File: config.mk
export PLATFORM = sky130hd
export DESIGN_NAME = control_unit
export DESIGN_NICKNAME = d
export VERILOG_FILES = /design/src/rtl/control_unit.sv
export SDC_FILE = /design/constraint.sdc
export NUM_CORES = 1
export LEC_CHECK = 0
export ABC_CLOCK_PERIOD_IN_PS = 3400
export CAP_MARGIN = 20
export CORE_MARGIN = 10
export CORE_UTILIZATION = 45
export DETAILED_ROUTE_END_ITERATION = 7
export HOLD_SLACK_MARGIN = 0.15
export PLACE_DENSITY_LB_ADDON = 0.08
export SLEW_MARGIN = 20
export SYNTH_ARGS = -nofsm -noshare
export SYNTH_HDL_FRONTEND = slang
export SYNTH_SLANG_ARGS = --single-unit
File: constraint.sdc
create_clock -name clock -period 3.4 [get_ports clock]
set_input_delay 0.51 -clock clock [delete_from_list [all_inputs] [get_ports clock]]
set_output_delay 0.51 -clock clock [all_outputs]
set_load 0.01 [all_outputs]
File: src/rtl/control_unit.sv
// rtl/control_unit.sv - Hardwired Mini SRC control sequencer (fetch, decode, execute steps)
//
// Purpose: steps through IDLE, F0-F3, E0-E5 and HALT, and decodes (state, ir, con_out)
// combinationally into every datapath enable, bus select, ALU opcode and RAM strobe.
// Optional feature macro: CU_MULDIV_EN (makes mul op 15 and div op 16 legal).
//
// Ports:
//   clock, clear (async active-high), run     - sequencing inputs
//   ir[31:0], con_out                         - datapath status
//   e_* / incPC / ram_* / MDR_read / Gra / e_Rin / BAout / imm_sel - datapath strobes
//   ALU_op[3:0], BusDataSelect[4:0], GP_addr[3:0] - encoded selects
//   halted, instr_done, illegal_op            - sequencer status
module control_unit (
  input  logic        clock,
  input  logic        clear,
  input  logic        run,
  input  logic [31:0] ir,
  input  logic        con_out,
  output logic        incPC,
  output logic        e_PC,
  output logic        e_IR,
  output logic        e_Y,
  output logic        e_Z,
  output logic        e_HI,
  output logic        e_LO,
  output logic        e_MDR,
  output logic        e_MAR,
  output logic        e_GP,
  output logic        e_OutPort,
  output logic        e_RA,
  output logic        e_CON_FF,
  output logic        ram_read,
  output logic        ram_write,
  output logic        MDR_read,
  output logic        Gra,
  output logic        e_Rin,
  output logic        BAout,
  output logic        imm_sel,
  output logic [3:0]  ALU_op,
  output logic [4:0]  BusDataSelect,
  output logic [3:0]  GP_addr,
  output logic        halted,
  output logic        instr_done,
  output logic        illegal_op
);

  // E0..E5 must stay consecutive: the execute step advances by incrementing the state.
  typedef enum logic [3:0] {
    S_IDLE = 4'd0,
    S_F0   = 4'd1,
    S_F1   = 4'd2,
    S_F2   = 4'd3,
    S_F3   = 4'd4,
    S_E0   = 4'd5,
    S_E1   = 4'd6,
    S_E2   = 4'd7,
    S_E3   = 4'd8,
    S_E4   = 4'd9,
    S_E5   = 4'd10,
    S_HALT = 4'd11
  } state_t;

  localparam logic [4:0] OP_LD   = 5'd0;
  localparam logic [4:0] OP_LDI  = 5'd1;
  localparam logic [4:0] OP_ST   = 5'd2;
  localparam logic [4:0] OP_ADD  = 5'd3;
  localparam logic [4:0] OP_SUB  = 5'd4;
  localparam logic [4:0] OP_AND  = 5'd5;
  localparam logic [4:0] OP_OR   = 5'd6;
  localparam logic [4:0] OP_ROR  = 5'd7;
  localparam logic [4:0] OP_ROL  = 5'd8;
  localparam logic [4:0] OP_SHR  = 5'd9;
  localparam logic [4:0] OP_SHRA = 5'd10;
  localparam logic [4:0] OP_SHL  = 5'd11;
  localparam logic [4:0] OP_ADDI = 5'd12;
  localparam logic [4:0] OP_ANDI = 5'd13;
  localparam logic [4:0] OP_ORI  = 5'd14;
`ifdef CU_MULDIV_EN
  localparam logic [4:0] OP_MUL  = 5'd15;
  localparam logic [4:0] OP_DIV  = 5'd16;
`endif
  localparam logic [4:0] OP_NEG  = 5'd17;
  localparam logic [4:0] OP_NOT  = 5'd18;
  localparam logic [4:0] OP_BR   = 5'd19;
  localparam logic [4:0] OP_JR   = 5'd20;
  localparam logic [4:0] OP_JAL  = 5'd21;
  localparam logic [4:0] OP_IN   = 5'd22;
  localparam logic [4:0] OP_OUT  = 5'd23;
  localparam logic [4:0] OP_MFHI = 5'd24;
  localparam logic [4:0] OP_MFLO = 5'd25;
  localparam logic [4:0] OP_NOP  = 5'd26;
  localparam logic [4:0] OP_HALT = 5'd27;

  localparam logic [4:0] BUS_HI     = 5'd16;
  localparam logic [4:0] BUS_LO     = 5'd17;
  localparam logic [4:0] BUS_ZHIGH  = 5'd18;
  localparam logic [4:0] BUS_ZLOW   = 5'd19;
  localparam logic [4:0] BUS_PC     = 5'd20;
  localparam logic [4:0] BUS_MDR    = 5'd21;
  localparam logic [4:0] BUS_INPORT = 5'd22;

  localparam logic [3:0] ALU_ADD = 4'd0;

  state_t     state_q, state_d;
  logic [4:0] op;
  logic [3:0] ra, rb, rc;
  logic       unused_ir_bits;
  logic [2:0] step;
  logic       in_exec;
  logic [2:0] last_step;
  logic [3:0] alu_sel;

  assign op             = ir[31:27];
  assign ra             = ir[26:23];
  assign rb             = ir[22:19];
  assign rc             = ir[18:15];
  assign unused_ir_bits = ^ir[14:0];

  always_ff @(posedge clock or posedge clear) begin
    if (clear) state_q <= S_IDLE;
    else       state_q <= state_d;
  end

  always_comb begin
    in_exec = 1'b1;
    step    = 3'd0;
    case (state_q)
      S_E0:    step = 3'd0;
      S_E1:    step = 3'd1;
      S_E2:    step = 3'd2;
      S_E3:    step = 3'd3;
      S_E4:    step = 3'd4;
      S_E5:    step = 3'd5;
      default: in_exec = 1'b0;
    endcase
  end

  // Index of the final execute step for each opcode; undefined ops finish in E0.
  always_comb begin
    last_step = 3'd0;
    case (op)
      OP_LD:                          last_step = 3'd5;
      OP_ST, OP_BR:                   last_step = 3'd3;
      OP_LDI, OP_ADD, OP_SUB, OP_AND, OP_OR, OP_ROR, OP_ROL,
      OP_SHR, OP_SHRA, OP_SHL, OP_ADDI, OP_ANDI, OP_ORI:
                                      last_step = 3'd2;
      OP_NEG, OP_NOT, OP_JAL:         last_step = 3'd1;
`ifdef CU_MULDIV_EN
      OP_MUL, OP_DIV:                 last_step = 3'd3;
`endif
      default:                        last_step = 3'd0;
    endcase
  end

  always_comb begin
    alu_sel = ALU_ADD;
    case (op)
      OP_ADD, OP_ADDI: alu_sel = 4'd0;
      OP_SUB:          alu_sel = 4'd1;
      OP_AND, OP_ANDI: alu_sel = 4'd2;
      OP_OR, OP_ORI:   alu_sel = 4'd3;
      OP_ROR:          alu_sel = 4'd4;
      OP_ROL:          alu_sel = 4'd5;
      OP_SHR:          alu_sel = 4'd6;
      OP_SHRA:         alu_sel = 4'd7;
      OP_SHL:          alu_sel = 4'd8;
`ifdef CU_MULDIV_EN
      OP_MUL:          alu_sel = 4'd9;
      OP_DIV:          alu_sel = 4'd10;
`endif
      OP_NEG:          alu_sel = 4'd11;
      OP_NOT:          alu_sel = 4'd12;
      default:         alu_sel = ALU_ADD;
    endcase
  end

  always_comb begin
    state_d       = state_q;
    incPC         = 1'b0;
    e_PC          = 1'b0;
    e_IR          = 1'b0;
    e_Y           = 1'b0;
    e_Z           = 1'b0;
    e_HI          = 1'b0;
    e_LO          = 1'b0;
    e_MDR         = 1'b0;
    e_MAR         = 1'b0;
    e_GP          = 1'b0;
    e_OutPort     = 1'b0;
    e_RA          = 1'b0;
    e_CON_FF      = 1'b0;
    ram_read      = 1'b0;
    ram_write     = 1'b0;
    MDR_read      = 1'b0;
    Gra           = 1'b0;
    e_Rin         = 1'b0;
    BAout         = 1'b0;
    imm_sel       = 1'b0;
    ALU_op        = 4'd0;
    BusDataSelect = 5'd0;
    GP_addr       = 4'd0;
    halted        = 1'b0;
    instr_done    = 1'b0;
    illegal_op    = 1'b0;

    case (state_q)
      S_IDLE: if (run) state_d = S_F0;
      S_F0: begin
        BusDataSelect = BUS_PC;
        e_MAR         = 1'b1;
        incPC         = 1'b1;
        state_d       = S_F1;
      end
      S_F1: begin
        ram_read = 1'b1;
        state_d  = S_F2;
      end
      S_F2: begin
        ram_read = 1'b1;
        MDR_read = 1'b1;
        e_MDR    = 1'b1;
        state_d  = S_F3;
      end
      S_F3: begin
        BusDataSelect = BUS_MDR;
        e_IR          = 1'b1;
        state_d       = S_E0;
      end
      S_HALT: halted = 1'b1;
      default: begin
        case (op)
          OP_ADD, OP_SUB, OP_AND, OP_OR, OP_ROR, OP_ROL, OP_SHR, OP_SHRA, OP_SHL,
          OP_ADDI, OP_ANDI, OP_ORI: begin
            case (step)
              3'd0: begin BusDataSelect = {1'b0, rb}; e_Y = 1'b1; end
              3'd1: begin
                // Immediate forms take operand B from the IR constant instead of Rc.
                if (op == OP_ADDI || op == OP_ANDI || op == OP_ORI) imm_sel = 1'b1;
                else BusDataSelect = {1'b0, rc};
                ALU_op = alu_sel;
                e_Z    = 1'b1;
              end
              3'd2: begin BusDataSelect = BUS_ZLOW; Gra = 1'b1; e_Rin = 1'b1; end
              default: ;
            endcase
          end
          OP_NEG, OP_NOT: begin
            case (step)
              3'd0: begin BusDataSelect = {1'b0, rb}; ALU_op = alu_sel; e_Z = 1'b1; end
              3'd1: begin BusDataSelect = BUS_ZLOW; Gra = 1'b1; e_Rin = 1'b1; end
              default: ;
            endcase
          end
          OP_LD, OP_LDI, OP_ST: begin
            case (step)
              // BAout makes R0 read as zero, so Rb=0 gives absolute addressing.
              3'd0: begin BusDataSelect = {1'b0, rb}; BAout = 1'b1; e_Y = 1'b1; end
              3'd1: begin imm_sel = 1'b1; ALU_op = ALU_ADD; e_Z = 1'b1; end
              3'd2: begin
                BusDataSelect = BUS_ZLOW;
                if (op == OP_LDI) begin Gra = 1'b1; e_Rin = 1'b1; end
                else e_MAR = 1'b1;
              end
              3'd3: begin
                if (op == OP_ST) begin BusDataSelect = {1'b0, ra}; ram_write = 1'b1; end
                else ram_read = 1'b1;
              end
              3'd4: begin ram_read = 1'b1; MDR_read = 1'b1; e_MDR = 1'b1; end
              3'd5: begin BusDataSelect = BUS_MDR; Gra = 1'b1; e_Rin = 1'b1; end
              default: ;
            endcase
          end
          OP_BR: begin
            case (step)
              3'd0: begin BusDataSelect = {1'b0, ra}; e_RA = 1'b1; end
              3'd1: begin e_CON_FF = 1'b1; BusDataSelect = BUS_PC; e_Y = 1'b1; end
              3'd2: begin imm_sel = 1'b1; ALU_op = ALU_ADD; e_Z = 1'b1; end
              // Target is always computed; con_out only gates whether PC takes it.
              3'd3: begin BusDataSelect = BUS_ZLOW; e_PC = con_out; end
              default: ;
            endcase
          end
          OP_JR: begin BusDataSelect = {1'b0, ra}; e_PC = 1'b1; end
          OP_JAL: begin
            case (step)
              3'd0: begin BusDataSelect = BUS_PC; e_GP = 1'b1; GP_addr = 4'd15; end
              3'd1: begin BusDataSelect = {1'b0, ra}; e_PC = 1'b1; end
              default: ;
            endcase
          end
          OP_IN:   begin BusDataSelect = BUS_INPORT; Gra = 1'b1; e_Rin = 1'b1; end
          OP_OUT:  begin BusDataSelect = {1'b0, ra}; e_OutPort = 1'b1; end
          OP_MFHI: begin BusDataSelect = BUS_HI; Gra = 1'b1; e_Rin = 1'b1; end
          OP_MFLO: begin BusDataSelect = BUS_LO; Gra = 1'b1; e_Rin = 1'b1; end
          OP_NOP, OP_HALT: ;
`ifdef CU_MULDIV_EN
          OP_MUL, OP_DIV: begin
            case (step)
              3'd0: begin BusDataSelect = {1'b0, ra}; e_Y = 1'b1; end
              3'd1: begin BusDataSelect = {1'b0, rb}; ALU_op = alu_sel; e_Z = 1'b1; end
              3'd2: begin BusDataSelect = BUS_ZLOW; e_LO = 1'b1; end
              3'd3: begin BusDataSelect = BUS_ZHIGH; e_HI = 1'b1; end
              default: ;
            endcase
          end
`endif
          default: if (step == 3'd0) illegal_op = 1'b1;
        endcase

        if (in_exec) begin
          if (step == last_step) begin
            instr_done = 1'b1;
            if (op == OP_HALT) state_d = S_HALT;
            else if (run)      state_d = S_F0;
            else               state_d = S_IDLE;
          end else begin
            state_d = state_t'(state_q + 4'd1);
          end
        end else begin
          state_d = S_IDLE;
        end
      end
    endcase
  end

endmodule

==> results of run 1 <==
==> through the flow <==
step / std cells / hold WS (ps) / utilization / worst slack, ps
after floorplan: 272 / 276 / - / 541
after global placement: 405 / 609 / 0.691 / -472
after detailed placement: 405 / 643 / 0.691 / -594
after CTS: 411 / 471 / 0.719 / -32.7
after global routing: 411 / 487 / 0.729 / -3.96
final: 411 / 472 / 0.729 / 111
==> power by group <==
part | internal, mW | total (mW) | switching (mW)
Clock | 0.0753 | 0.0976 | 0.0223
Sequential | 0.0660 | 0.103 | 0.0365
Combinational | 0.458 | 0.988 | 0.530
Total | 0.600 | 1.19 | 0.589
==> synth_stat cells, types with 4 or more instances <==
library cell  instances
clkbuf_8              6
inv_1                16
o211ai_1              8
o21ai_0              14
a21o_1                6
clkbuf_1              9
nor2b_1               8
dfrtp_1               4
a31oi_1               8
a21oi_1              18
buf_4                 8
nand2b_1              5
o22ai_1               4
nand2_1              30
nand3_1               9
a221oi_1              4
ha_1                  9
nor2_1               31
nor3_1               15
==> timing repair <==
item	CTS	global route
setup endpoints to repair	25	22
pin swaps	4	2
setup buffers	3	0
cloned	0	0
gates resized for setup	27	13
==> kinds of logic (layout without fill, tap and decap cells) <==
kind of cell / Yosys count / in the layout / share of synthesized area
other: 1 / 2 / 0.00211
multiplexers: 3 / 3 / 0.0169
AND/OR/NAND/NOR: 122 / 122 / 0.350
buffers and inverters: 45 / 136 / 0.172
AO/OA/AOI/OAI: 84 / 84 / 0.325
adder cells (fa/ha/maj): 9 / 9 / 0.0633
flip-flops: 4 / 4 / 0.0563
XOR/XNOR: 3 / 3 / 0.0148
==> routing by layer <==
metal  wire length (µm)  share of wire  global-route usage
met4                152          0.023              0.0615
met3                448          0.067              0.0205
met1               2940           0.44               0.225
met2               3130           0.47               0.297
met5                  0              0                   0
==> area by class of cell <==
cell class	count	area [µm²]
multi-input combinational	223	1470
fill	332	1020
timing repair buffer	117	998
sequential	4	101
inverter	16	60.1
tap	48	60.1
clock buffer	3	41.3
==> how the worst min path moves through the flow <==
stage | from | endpoint | slack [ps] | cells past startpoint
after global routing | clear | state_q[2]$_DFFE_PP0P_ | 490 | 2
final | clear | state_q[3]$_DFFE_PP0P_ | 470 | 2
after floorplan | clear | state_q[0]$_DFFE_PP0P_ | 280 | 1
after detailed placement | state_q[1]$_DFFE_PP0P_ | state_q[1]$_DFFE_PP0P_ | 640 | 2
after global placement | state_q[1]$_DFFE_PP0P_ | state_q[1]$_DFFE_PP0P_ | 610 | 2
after CTS | clear | state_q[2]$_DFFE_PP0P_ | 470 | 2
==> impl_metrics.json, run 1 <==
{
  "h-tree-depth": 1,
  "r2r_start": "state_q[3]$_DFFE_PP0P_",
  "critPathTopFamily": "buffers and inverters",
  "clk_pin_slew_ps": 30,
  "top_regs": "state_q: 4 flops",
  "post_drt_via_cell_ratio": 5.70,
  "clock_sinks": 4,
  "grt_pass1_vias": 2315,
  "ys_ff_latch": 4,
  "die_h_um": 82.9,
  "max-slew-margin-rel": 0.611,
  "drc": 0,
  "timing.rr.end": "state_q[0]$_DFFE_PP0P_",
  "critPathMaxStageDelay_ps": 590,
  "startpoint": "ir[31]",
  "placed_cell_area_mm2": 0.00259,
  "io_pins": 72,
  "first_pass_iters": 5,
  "crit_fanout": 6,
  "gr-total-overflow": 0,
  "die_area_mm2": 0.00686,
  "cp_slowest_cell": "clkdlybuf4s50_1",
  "leakage_nw": 1.21,
  "cts_inserted_buffers": 3,
  "power_density_mw_per_mm2": 436,
  "hold_viol_final": 0,
  "worst_ep_arrival_time_ps": 2780,
  "final_common_cell": "buf_4",
  "reg2reg_setup_slack_ps": 1060,
  "cp-start-kind": "primary input",
  "diodes": 0,
  "vdd_ir_drop_max_mv": 0.509,
  "cts_tree": "done",
  "finalCritPeriodShare": 0.967,
  "first_iter_violations": 195,
  "grt.total_usage": 0.177,
  "synthFlopType": "dfrtp_1",
  "fin_skew_ps": 0.389,
  "path_depth": 9,
  "routedWlPerCell_um": 16.2,
  "final_cell_mix": "buf_4, clkdlybuf4s50_1, nand2_1",
  "worst-path-buf-inv": 4,
  "crit_type": "primary input to primary output",
  "hold_path.class": "primary input to async pin",
  "ant_nets": 0,
  "vias": 2341,
  "dp_hpwl_um": 5360,
  "worstRegToRegCells": 8,
  "cts_max_path_buffers": 2,
  "yosys_warnings": 0,
  "slew_violations": 0,
  "tightest_slew_ps": 578,
  "max-cap-violations": 0,
  "ctsHoldBuffers": 0,
  "p_total_mw": 1.19,
  "outcome": "finished, final reports clean",
  "final.setup.tns_ps": 0,
  "yosysTopAreaCell": "nor2_1",
  "regMostFlops": "state_q",
  "grt_max_degree": 18,
  "critPathCapture": "e_PC",
  "start_util": 0.475,
  "clockRootBuffer": "clkbuf_8",
  "wl_um": 6670,
  "nNetsFinal": 410,
  "cp_cell_sequence": "clkdlybuf4s50_1 > buf_4 > nand2_1 > nor3_2 > buf_4 > and2_1 > a221oi_1 > nor4_1 > clkdlybuf4s50_1",
  "yosys-top-cells-area": "nor2_1, ha_1, nand2_1",
  "synth-seq-area-share": 0.0563,
  "syn_inst": 271,
  "ys_async_sr_fraction": 1.00,
  "required_ps": 2890,
  "largest_reg_flops": 4,
  "grt_antenna_before_repair": 0,
  "endpoint_kind": "primary output",
  "synth_area_mm2": 0.00178,
  "avgSynthCellArea_um2": 6.56,
  "num_rows": 22,
  "synthDistinctLibCells": 61,
  "syn_to_final_growth_pct": 53.4,
  "routabilityCongestion": 0.933,
  "finalSetupViolations": 0,
  "synth_edf_count": 0,
  "clk_latency_ps": 210,
  "grt_pass1_wl_um": 11000,
  "yosysTopAreaCellShare": 0.0654,
  "port_buffers": 54,
  "period_needed_ps": 3290,
  "fin_area_mm2": 0.00273,
  "die_width_um": 82.9,
  "coreArea_mm2": 0.00374,
  "drive_above_1_share": 0.284,
  "maxClockFrequency_mhz": 304
}
No activity file was read; power rests on OpenSTA's default activity.
==> run 2: changes to the inputs <==
CAP_MARGIN = default   (was 20)
==> results of run 2 <==
Final layout, timing and power as in run 1 (identical DEF).
==> run 3: changes to the inputs <==
ABC_CLOCK_PERIOD_IN_PS = 4000   (was 3400)
CORE_UTILIZATION = 48   (was 45)
clock period = 4 ns   (was 3.4 ns; I/O delays follow)
==> impl_metrics.json, run 3 (synthesized netlist as in run 1, its figures left out) <==
{
  "final_cell_mix": "clkdlybuf4s50_1, nor2_1, nand2_1",
  "vias": 2159,
  "crit_fanout": 4,
  "hold_path.class": "primary input to async pin",
  "grt_pass1_wl_um": 9400,
  "drive_above_1_share": 0.148,
  "clock_sinks": 4,
  "grt_antenna_before_repair": 0,
  "first_iter_violations": 237,
  "multi_input_area_mm2": 0.00140,
  "slew_violations": 0,
  "final_util": 0.658,
  "dp_hpwl_um": 4680,
  "ant_nets": 0,
  "critPathMaxStageDelay_ps": 530,
  "finalNonFillerCells": 372,
  "max-slew-margin-rel": 0.611,
  "die_h_um": 80.9,
  "fin_area_mm2": 0.00239,
  "max-cap-violations": 0,
  "reg2reg_setup_slack_ps": 1520,
  "cpMostUsedCell": "clkdlybuf4s50_1",
  "crit_type": "primary input to primary output",
  "r2r_start": "state_q[0]$_DFFE_PP0P_",
  "io_pins": 72,
  "period_needed_ps": 3950,
  "p_total_uw": 906,
  "gr-total-overflow": 0,
  "top_regs": "state_q: 4 flops",
  "die_width_um": 80.9,
  "required_ps": 3400,
  "num_rows": 22,
  "wl_um": 5840,
  "routedWlPerCell_um": 15.7,
  "clk_pin_slew_ps": 30,
  "hold_ws_ps": 563,
  "vdd_ir_drop_max_mv": 0.384,
  "maxClockFrequency_mhz": 253,
  "final_common_cell": "clkdlybuf4s50_1",
  "cts_inserted_buffers": 3,
  "placed_cell_area_mm2": 0.00232,
  "drc": 0,
  "hold_viol_final": 0,
  "fin_skew_ps": 0.623,
  "diodes": 0,
  "place_inst": 369,
  "critPathTopFamily": "buffers and inverters",
  "clk_latency_ps": 210,
  "regMostFlops": "state_q",
  "clockRootBuffer": "clkbuf_8",
  "largest_reg_flops": 4,
  "cts_max_path_buffers": 2,
  "worstRegToRegCells": 7,
  "grt_pass1_vias": 1995,
  "ctsHoldBuffers": 0,
  "coreArea_mm2": 0.00363,
  "first_pass_iters": 4,
  "port_buffers": 54,
  "routabilityCongestion": 0.938,
  "nNetsFinal": 371,
  "worst-path-buf-inv": 4,
  "h-tree-depth": 1,
  "postLayoutSetupSlackWorst_ps": 48.6,
  "endpoint_kind": "primary output",
  "cp_cell_sequence": "clkdlybuf4s50_1 > inv_1 > ha_1 > or3_4 > o221a_4 > buf_4 > a221oi_2 > nand4_1 > a21o_1 > clkdlybuf4s50_1",
  "cp-start-kind": "primary input",
  "finalCritPeriodShare": 0.988,
  "post_drt_via_cell_ratio": 5.80,
  "cp_slowest_cell": "clkdlybuf4s50_1",
  "outcome": "finished, final reports clean",
  "pre_cts_ws_ps": -47.5,
  "grt.total_usage": 0.169,
  "fillCellCount": 352,
  "finalSetupViolations": 0,
  "die_area_mm2": 0.00654,
  "grt_max_degree": 18,
  "start_util": 0.489,
  "power_density_mw_per_mm2": 379,
  "leakage_nw": 0.994,
  "regArea_um2": 100,
  "tightest_slew_ps": 580,
  "timing.rr.end": "state_q[1]$_DFFE_PP0P_",
  "cts_tree": "done",
  "worst_ep_arrival_time_ps": 3350,
  "final.setup.tns_ps": 0,
  "syn_to_final_growth_pct": 34.4
}
[run 3: changes by cell type in the layout (fill, tap and decap cells not counted), moves of 2 or more]
cell             delta
nor2_2              -2
buf_4              -39
dlygate4sd2_1       -7
nor3_1              +2
ha_1                +4
ha_2                -3
clkdlybuf4s50_1    +10
nor2_1              +2
[run 3: what timing repair did]
action,in CTS,in global routing
buffers inserted,0,0
gates resized for setup,1,7
setup endpoints to repair,1,16
hold endpoints to repair,0,0
pin swaps,0,0
[run 3: worst max-delay path by stage]
stage                 from          endpoint  cells after the start
floorplan           ir[27]  BusDataSelect[2]                      9
global placement    ir[27]  BusDataSelect[2]                     10
detailed placement  ir[27]  BusDataSelect[2]                     10
CTS                 ir[27]  BusDataSelect[4]                     10
global route        ir[27]  BusDataSelect[4]                     10
finish              ir[27]  BusDataSelect[4]                     10
[run 3: metal layers]
metal | vias to the layer above | GRT usage | share of wire
li1 | 1079 | - | -
met1 | 986 | 0.221 | 0.44
met2 | 90 | 0.281 | 0.47
met3 | 4 | 0.0276 | 0.084
met4 | 0 | 0.0433 | 0.0075
met5 | - | 0 | 0
[run 3: layout make-up]
type / instances / area share
clock buffer: 3 / 0.0173
timing repair buffer: 78 / 0.303
multi-input combinational: 223 / 0.587
sequential: 4 / 0.0419
inverter: 16 / 0.0251
tap: 48 / 0.0251
[run 3: report_power, final]
group          internal [mW]  total [mW]  leakage, nW  switching [mW]
Sequential            0.0551      0.0846       0.0514          0.0295
Combinational          0.323       0.740        0.921           0.416
Clock                 0.0638      0.0815       0.0216          0.0176
Total                  0.442       0.906        0.994           0.463
==> edit (flow settings as in run 2) <==
Build with the macro `CU_MULDIV_EN` defined.
--- a/src/rtl/control_unit.sv
+++ b/src/rtl/control_unit.sv
@@ -11,4 +11,6 @@
 //   ALU_op[3:0], BusDataSelect[4:0], GP_addr[3:0] - encoded selects
 //   halted, instr_done, illegal_op            - sequencer status
+`define CU_MULDIV_EN
+
 module control_unit (
   input  logic        clock,
Formal check against the unedited RTL: not equivalent (a bounded check fails within 10 cycles, from zero or initial values).
==> edit against run 2 <==
Sequential cell count unchanged. Clock skew about the same. Die area up 4.6%. Sequential share of layout area down 0.48 points. Setup slack worse by 0.0070 ns. Cell area up 15%. Power up 16%. Routed wire length up 22%. Sequential power down 5%. Fmax down 0.21%. Synthesized area up 6.1%. Largest cell class unchanged.
==> edit: results (changes against run 2) <==
\begin{tabular}{lr}
\hline
Metric & Value \\
\hline
\multicolumn{2}{l}{\textbf{Power}} \\
\quad Internal power & 0.000701 W (+17\%) \\
\quad Total combinational power & 0.00119 W (+20\%) \\
\quad Switching share of power & 49.2\% (-0.37 points) \\
\quad Lkg Pwr & 1.43 nW (+18\%) \\
\quad IR drop worst, VDD & 0.529 mV (+4.1\%) \\
\multicolumn{2}{l}{\textbf{Outcome}} \\
\quad Run status & completed \\
\multicolumn{2}{l}{\textbf{Global route}} \\
\quad Met3 Track Usage GR & 3.19\% (+1.1 points) \\
\quad GR Util All Layers & 20.7\% (+2.9 points) \\
\quad Met2 usage in global routing & 33.8\% (+4.1 points) \\
\multicolumn{2}{l}{\textbf{Timing}} \\
\quad Worst hold margin & 0.480 ns (+0.00850 ns) \\
\multicolumn{2}{l}{\textbf{Worst setup path}} \\
\quad Arr. time, crit path & 2.79 ns (about the same) \\
\quad Critical path startpoint & ir[28] \\
\quad Maximum fanout count along the critical path & 5 (-1) \\
\quad Number of cell instances on the worst register-to-register path & 10 (+2) \\
\quad Critical path capture point & Gra \\
\multicolumn{2}{l}{\textbf{Yosys}} \\
\quad Largest cells by area after synthesis & sky130\_fd\_sc\_hd\_\_nor2\_1 (8.2\%), sky130\_fd\_sc\_hd\_\_nand2\_1 (6.8\%), sky130\_fd\_sc\_hd\_\_ha\_1 (6.0\%) \\
\quad Synthesized netlist cell count & 305 (+13\%) \\
\quad Sequential element share of the synthesized area & 5.31\% (-0.32 points) \\
\multicolumn{2}{l}{\textbf{Placed design}} \\
\quad Number of buffers added on ports & 56 (+3.7\%) \\
\quad Number of cells in the design after placement & 457 (+13\%) \\
\multicolumn{2}{l}{\textbf{Drt}} \\
\quad Sum of routed wire length over all layers & 8140 um (+22\%) \\
\quad Number of vias after detailed routing & 2784 (+19\%) \\
\quad Detail Route met3 WL & 623 um (+39\%) \\
\quad Drt initial violations & 278 (+43\%) \\
\multicolumn{2}{l}{\textbf{Cells and area}} \\
\quad Fraction of layout cells with a size suffix above 1 & 27.5\% (-0.84 points) \\
\quad Nets & 461 (+12\%) \\
\hline
\end{tabular}
==> edit: what timing repair did <==
action / in CTS / in global routing
endpoints found under the setup margin: 17 / 19
hold buffers: 0 / 0
pin swaps: 1 / 2
setup buffers: 2 / 2
gates resized for setup: 19 / 27
==> edit: area by class of cell <==
cell class | instances | area [um^2] | share of cell area [%]
clock buffers | 3 | 41.3 | 1.32
inverters | 10 | 37.5 | 1.20
multi-input cells | 262 | 1720 | 55.0
flip-flops and latches | 4 | 101 | 3.24
well taps | 50 | 62.6 | 2.00
repair buffers | 135 | 1170 | 37.3
==> edit: logic make-up (layout without fill, tap and decap cells) <==
family	count (synthesis)	after routing	share of synthesized area [%]
adder cells (fa/ha/maj)	9	9	5.97
AO/OA/AOI/OAI	103	103	36.7
AND/OR/NAND/NOR	144	144	39.4
buffers and inverters	39	148	9.56
XOR/XNOR	3	3	1.39
flip-flops	4	4	5.31
multiplexers	3	3	1.66
